<file path="src/rtl/ppu_render_sequencer.sv">
// PPU dot/scanline raster timer and background fetch scheduler; strobes are zero-latency decodes.
// Optional PPU_ODD_FRAME_SKIP_EN drops the last pre-render dot on odd frames when rendering.
module ppu_render_sequencer #(
  parameter int unsigned DOTS_PER_LINE   = 341,
  parameter int unsigned LINES_PER_FRAME = 262,
  parameter int unsigned VBLANK_LINE     = 241,
  parameter int unsigned PRERENDER_LINE  = 261
) (
  input  logic       clk,
  input  logic       rst,
  input  logic       clkEn,
  input  logic       background_EN,
  input  logic       sprite_EN,
  input  logic       interrupt_EN,
  input  logic       verticalBlank,
  output logic [8:0] dot,
  output logic [8:0] scanline,
  output logic       oddFrame,
  output logic       setVerticalBlank,
  output logic       clearVerticalBlank,
  output logic       incrementX,
  output logic       incrementY,
  output logic       resetX,
  output logic       resetY,
  output logic       fetchValid,
  output logic [1:0] fetchKind,
  output logic       shiftReload,
  output logic       visible,
  output logic       nmi_n
);

  localparam logic [8:0] LAST_DOT  = 9'(DOTS_PER_LINE - 1);
  localparam logic [8:0] SKIP_DOT  = 9'(DOTS_PER_LINE - 2);
  localparam logic [8:0] LAST_LINE = 9'(LINES_PER_FRAME - 1);
  localparam logic [8:0] VBL_LINE  = 9'(VBLANK_LINE);
  localparam logic [8:0] PRE_LINE  = 9'(PRERENDER_LINE);

  logic [8:0] dot_q, dot_d;
  logic [8:0] scanline_q, scanline_d;
  logic       odd_q, odd_d;
  logic       nmi_n_q, nmi_n_d;

  logic       render;
  logic       rline;
  logic       in_win;
  logic       skip;
  logic [2:0] phase;

  assign render = background_EN | sprite_EN;
  assign rline  = (scanline_q < 9'd240) || (scanline_q == PRE_LINE);

`ifdef PPU_ODD_FRAME_SKIP_EN
  assign skip = (scanline_q == PRE_LINE) && (dot_q == SKIP_DOT) && odd_q && render;
`else
  assign skip = 1'b0;
`endif

  always_comb begin
    dot_d      = dot_q;
    scanline_d = scanline_q;
    odd_d      = odd_q;
    nmi_n_d    = !(verticalBlank && interrupt_EN);
    // The odd-frame skip behaves like an early end-of-frame wrap.
    if (skip || (dot_q == LAST_DOT)) begin
      dot_d = '0;
      if (skip || (scanline_q == LAST_LINE)) begin
        scanline_d = '0;
        odd_d      = ~odd_q;
      end else begin
        scanline_d = scanline_q + 9'd1;
      end
    end else begin
      dot_d = dot_q + 9'd1;
    end
  end

  always_ff @(posedge clk or posedge rst) begin
    if (rst) begin
      dot_q      <= '0;
      scanline_q <= '0;
      odd_q      <= 1'b0;
      nmi_n_q    <= 1'b1;
    end else if (clkEn) begin
      dot_q      <= dot_d;
      scanline_q <= scanline_d;
      odd_q      <= odd_d;
      nmi_n_q    <= nmi_n_d;
    end
  end

  // Position within the 8-dot fetch group; dot 1 is phase 0.
  assign phase  = dot_q[2:0] - 3'd1;
  assign in_win = render && rline &&
                  (((dot_q >= 9'd1) && (dot_q <= 9'd256)) ||
                   ((dot_q >= 9'd321) && (dot_q <= 9'd336)));

  always_comb begin
    setVerticalBlank   = (scanline_q == VBL_LINE) && (dot_q == 9'd1);
    clearVerticalBlank = (scanline_q == PRE_LINE) && (dot_q == 9'd1);
    fetchValid         = in_win && phase[0];
    fetchKind          = 2'd0;
    if (in_win && phase[0]) begin
      fetchKind = phase[2:1];
    end
    incrementX  = in_win && (phase == 3'd7);
    incrementY  = rline && render && (dot_q == 9'd256);
    resetX      = rline && render && (dot_q == 9'd257);
    resetY      = (scanline_q == PRE_LINE) && render &&
                  (dot_q >= 9'd280) && (dot_q <= 9'd304);
    shiftReload = rline && render && (dot_q[2:0] == 3'd1) &&
                  (((dot_q >= 9'd9) && (dot_q <= 9'd257)) ||
                   (dot_q == 9'd329) || (dot_q == 9'd337));
    visible     = (scanline_q < 9'd240) && (dot_q >= 9'd1) && (dot_q <= 9'd256);
  end

  assign dot      = dot_q;
  assign scanline = scanline_q;
  assign oddFrame = odd_q;
  assign nmi_n    = nmi_n_q;

endmodule

</file>
<file path="config.mk">
export PLATFORM = sky130hd
export DESIGN_NAME = ppu_render_sequencer
export DESIGN_NICKNAME = d
export VERILOG_FILES = /design/src/rtl/ppu_render_sequencer.sv
export SDC_FILE = /design/constraint.sdc
export NUM_CORES = 1
export LEC_CHECK = 0
export CAP_MARGIN = 25
export CORE_ASPECT_RATIO = 1.75
export CORE_MARGIN = 2
export CORE_UTILIZATION = 43
export DETAILED_ROUTE_END_ITERATION = 8
export PLACE_DENSITY = 0.86
export SLEW_MARGIN = 5
export SYNTH_ARGS = -nofsm -noshare
export SYNTH_HDL_FRONTEND = slang
export SYNTH_SLANG_ARGS = --single-unit
</file>
<file path="constraint.sdc">
create_clock -name clk -period 1.8 [get_ports clk]
set_input_delay 0.18 -clock clk [delete_from_list [all_inputs] [get_ports clk]]
set_output_delay 0.18 -clock clk [all_outputs]
set_load 0.05 [all_outputs]
</file>
After elaboration in Yosys (flattened, before gate mapping)

Index checks and enable logic that the tools add are counted.

Register bits after elaboration: 20
Bits in latches: 0
Memory bits (writable): 0
Memory bits (read-only): 0
Input port bits: 7
Output and inout bits: 31
Logic and storage cells: 57
Memories kept: 0

$add $sub $neg: 3
$mul: 0
Divide/modulo/power cells: 0
Magnitude comparators: 9
Equality and inequality tests: 10
Shifts and indexed selects: 0
Mux-type cells: 3
Bitwise operators: 2
Reduce and logical (&&, ||, !) cells: 26

Operators by type and width:

| cell                                                       | count |
|---|---|
| equality test 9 bit, second input constant                 | 6 |
| less-or-equal comparator 9 bit, second input constant      | 4 |
| logical AND 1 bit                                          | 19 |
| adder 9 x 1 -> 9 bit, second input constant                | 2 |
| >= comparator 9 bit, second input constant                 | 2 |
| 2-to-1 mux 9 bit                                           | 2 |
| equality test 9 x 1 -> 1 bit, second input constant        | 1 |
| equality test 9 x 8 -> 1 bit, second input constant        | 1 |
| >= comparator 9 x 1 -> 1 bit, second input constant        | 1 |
| >= comparator 9 x 4 -> 1 bit, second input constant        | 1 |
| less-than comparator 9 x 8 -> 1 bit, second input constant | 1 |
| logical OR 1 bit                                           | 4 |
| equality test 3 x 1 -> 1 bit, second input constant        | 1 |
| equality test 3 bit, second input constant                 | 1 |
| AND reduction 3 bit                                        | 1 |
| subtractor 3 x 1 -> 3 bit, second input constant           | 1 |
| 2-to-1 mux 2 bit                                           | 1 |
| AND reduction 2 bit                                        | 1 |
| logical NOT 1 bit                                          | 1 |
| inverter 1 bit                                             | 1 |
| bitwise OR 1 bit                                           | 1 |

Longest topological paths before layout

Depth after elaboration: 6
Depth in mapped cells: 7
Gate-level depth less buffers: 6

Worst setup path before layout

No wires, ideal clock.

Kind: register to output
Start point: register scanline_q[0] (netlist: scanline[0])
End point: output shiftReload
Arrival time: 3.136 ns
Required time: 1.620 ns
Path slack: -1.516 ns
Cell stages (with the launch flop): 6
Path buffers: 0
Cells stage by stage: dfrtp_1 ha_1 nor4b_2 nand2_1 mux2_2 nor4_1

Word-level cells in the longest chain between the ends: 5
Elaborated cells on any way between the ends: 6
Classes of those cells: order compare: 1; eq/ne: 1; reduce/logical: 4

RTL lines:

| item                                                                       | RTL line | source |
|---|---|---|
| from (decl)                                                                | 39       | `logic [8:0] scanline_q, scanline_d;` |
| from (signal assigned)                                                     | 85       | `scanline_q <= scanline_d;` |
| less-than comparator 9 x 8 -> 1 bit or equality test 9 bit (tied branches) | 50       | `assign rline = (scanline_q < 9'd240) \|\| (scanline_q == PRE_LINE);` |
| logical OR 1 bit *                                                         | 50       |  |
| logical AND 1 bit * (3 in series)                                          | 110      | `shiftReload = rline && render && (dot_q[2:0] == 3'd1) &&` |
| to (decl)                                                                  | 27       | `output logic shiftReload,` |

Every way passes the cells marked *; elsewhere a longest branch is shown, timed or not.

Final worst setup path

Start point: register dot_q[4] (netlist: dot[4])
End point: output incrementX

Word-level cells in the longest chain between the ends: 5
Elaborated cells on any way between the ends: 9
Classes of those cells: order compare: 4; reduce/logical: 5

RTL lines:

| item                                                 | RTL line | source |
|---|---|---|
| from (decl)                                          | 38       | `logic [8:0] dot_q, dot_d;` |
| from (signal assigned)                               | 84       | `dot_q <= dot_d;` |
| >= comparator 9 x 1 -> 1 bit (tied with other cells) | 94       | `(((dot_q >= 9'd1) && (dot_q <= 9'd256)) \|\|` |
| logical AND 1 bit (on tied branches)                 | 94, 95   |  |
| logical OR 1 bit *                                   | 94       |  |
| logical AND 1 bit *                                  | 93       | `assign in_win = render && rline &&` |
| logical AND 1 bit *                                  | 105      | `incrementX = in_win && (phase == 3'd7);` |
| to (decl)                                            | 21       | `output logic incrementX,` |

Marks and branches as above.

==> impl_metrics.py <==
metrics = {
    "run_status": {
        "outcome": "complete, but fails checks",
        "violations": "negative setup slack",
    },
    "pwr": {
        "leakage_nw": 1.168,
        "power.density_mw_per_mm2": 958.7,
        "p_total_mw": 2.686,
        "peakVddDrop_uv": 961.1,
    },
    "synth": {
        "synth_edf_count": 0,
        "yosysSeqAreaShare_pct": 35.58,
        "yosysWarnings": 0,
        "synth_cells": 161,
        "synthFlopType": "dfrtp_1",
        "syn-num-nets": 174,
        "ys_ff_latch": 20,
        "syn_area_per_cell_um2": 8.758,
        "synth_cell_type_count": 47,
        "syn_area_mm2": 0.001410,
        "async_flop_share_pct": 100.0,
    },
    "sta": {
        "final_hold_viol_count": 0,
        "hold-worst-slack_ns": 0.2406,
        "fin_ws_ns": -0.6395,
        "max_slew_margin_pct": 65.16,
        "fin_skew_ns": 0.002271,
        "tightest_slew_ns": 0.5217,
        "setup_viol": 19,
        "finalCritPeriodShare_pct": 135.5,
        "max_clock_freq_mhz": 409.9,
        "rsz0062_at_grt": "true",
        "final.min_clock_period_ns": 2.440,
        "slew_viol_final": 0,
    },
    "detailed_routing": {
        "num_vias": 1815,
        "avgViaCountPerCell": 6.216,
        "drc": 0,
        "drt_first_pass_iters": 4,
        "wl_um": 6964,
        "drt_iter0_markers": 101,
        "ant_nets": 0,
        "wl_per_cell_um": 23.85,
    },
    "worst_setup_path": {
        "critPathArrivalTime_ns": 2.26,
        "cpPeakStageDelay_ns": 0.58,
        "cp-end-kind": "output port",
        "worst_path_dominant_cell_family": "simple AND/OR/NAND/NOR gates",
        "crit_slowest_cell": "or4_4",
        "cp.required_ns": 1.62,
        "crit_path_start_kind": "register",
        "cp.buffers_inverters": 2,
        "crit_type": "register to output port",
        "path_cells": "or4_4 > nor3_4 > nand4_4 > buf_6 > a211oi_4 > buf_12",
        "crit_path_max_fanout": 4,
    },
    "global_routing": {
        "overflow": 0,
        "grt.total_usage_pct": 37.02,
        "grt_max_degree": 13,
        "grt_pass1_vias": 1916,
        "antenna_found_initial": 0,
        "grt_pass1_wl_um": 9798,
    },
    "place": {
        "pre_cts_ws_ns": -0.2997,
        "port_buffers": 37,
        "dpl.hpwl_um": 4202,
        "routabilityCongestion": 1.055,
    },
    "final_layout": {
        "layout_common_cells": "61 x buf_4, 12 x buf_12, 11 x nand2_1, 11 x dfrtp_2, 9 x buf_6",
        "diodes": 0,
        "n_fill_cell": 139,
        "nNetsFinal": 263,
        "layout_commonest_cell": "buf_4",
        "drive_gt1_share_pct": 61.04,
        "area_delta_synth_final_pct": 98.67,
    },
    "clock_tree": {
        "clockBufferDepth": 2,
        "cts_sinks": 20,
        "clock_latency_ns": 0.27,
        "cts_tree": "done",
        "cts_buffers": 3,
        "path_clk_slew_ns": 0.08,
        "ctsHoldBuffers": 0,
        "htreeDepth": 1,
        "cts_root_buf": "clkbuf_8",
    },
    "floorplanning": {
        "core-area_mm2": 0.003142,
        "die_y_um": 79.76,
        "rows": 27,
        "die_area_mm2": 0.003772,
        "io_pins": 38,
        "start_util_pct": 44.88,
        "dieWidth_um": 47.29,
    },
    "job": {
        "max-cap-violations": 0,
    },
    "worst_hold_path": {
        "hold_path.class": "primary input to async pin",
    },
}
[report_power, final]
part / internal (mW) / total (mW) / leakage, nW / switching, mW
clock: 0.298 / 0.466 / 0.0357 / 0.168
sequential: 0.525 / 0.590 / 0.228 / 0.0653
combinational: 0.640 / 1.63 / 0.904 / 0.990
total: 1.46 / 2.69 / 1.17 / 1.22
[logic make-up (layout without fill, tap and decap cells)]
logic type / Yosys count / after routing / synth area share [%]
fa+ha+maj: 6 / 6 / 5.324
buf+inv: 20 / 108 / 6.920
mux: 3 / 3 / 2.218
simple gates: 69 / 69 / 28.04
flops: 20 / 20 / 35.58
compound gates: 33 / 33 / 15.71
xor+xnor: 10 / 10 / 6.211
[path summary, 6_finish.rpt]
check | slack, ns | cells after the start | endpoint | startpoint
worst min register to register | 0.48 | 1 | oddFrame | oddFrame
min in group clk | 0.44 | 2 | nmi_n | verticalBlank
max in group asynchronous | 1.01 | 3 | scanline[2] | rst
worst max register to register | -0.09 | 9 | scanline[6] | dot[0]
worst max-delay path | -0.64 | 6 | incrementX | dot[4]
worst min-delay path | 0.24 | 2 | oddFrame | rst
[final cells by class]
cell class                      count  area [um2]  area share (%)
Multi-Input combinational cell    121        1179           42.07
Clock buffer                        3       41.29           1.474
Timing Repair Buffer               95       939.7           33.54
Clock inverter                      1       30.03           1.072
Tap cell                           43       53.80           1.920
Sequential cell                    20       519.2           18.54
Inverter                            9       38.79           1.385
[timing repair]
action,CTS,global route
gates resized for setup,30,24
pin swaps,15,9
setup buffers,7,3
endpoints found under the setup margin,27,29
[synth_stat cells (all sizes together) (2+ instances only)]
master	count	share of area (%)
nand4	6	3.1
or2	2	0.89
clkbuf	5	1.4
mux2i	2	1.4
nor4	4	1.8
inv	9	2.4
and2	2	0.89
dfrtp	19	34
a21oi	4	1.4
nand2b	2	0.89
nor2	9	2.4
nand2	13	3.5
xor2	5	3.1
o21ai	8	2.8
buf	6	3.1
and3	2	0.89
a31oi	6	2.7
nand3	9	3.2
ha	6	5.3
o22ai	4	1.8
or3	2	0.89
nor3	11	4.7
xnor2	5	3.1
a211oi	3	1.6
[routing by layer]
metal | global-route usage, % | wire length (um)
met4 | 23.33 | 471
met5 | 0 | 0
met2 | 63.11 | 3823
met3 | 9.050 | 392
met1 | 37.05 | 2277
[worst register-to-register path, stage by stage, from the launching register on]
cell	delay, ns
dfrtp_4	0.52
buf_8	0.15
inv_6	0.05
ha_4	0.12
nand4b_1	0.14
buf_4	0.17
nor3_4	0.21
buf_6	0.15
nand4_1	0.11
xnor2_1	0.16
[sequential cells by signal, summed over array words and instances, names as in the netlist]
register / count
scanline: 9
dot: 9
oddFrame: 1
nmi_n: 1
[metrics by stage]
step / instance area (um2) / cells / util, % / TNS, ns
floorplan: 1634 / 161 / - / -6.384
global placement: 2434 / 280 / 77.46 / -2.585
detailed placement: 2434 / 280 / 77.46 / -3.785
CTS: 2681 / 290 / 85.34 / -5.055
global route: 2801 / 292 / 89.17 / -7.147
finish: 2801 / 292 / 89.17 / -5.796
No activity file was read; power rests on OpenSTA's default activity.
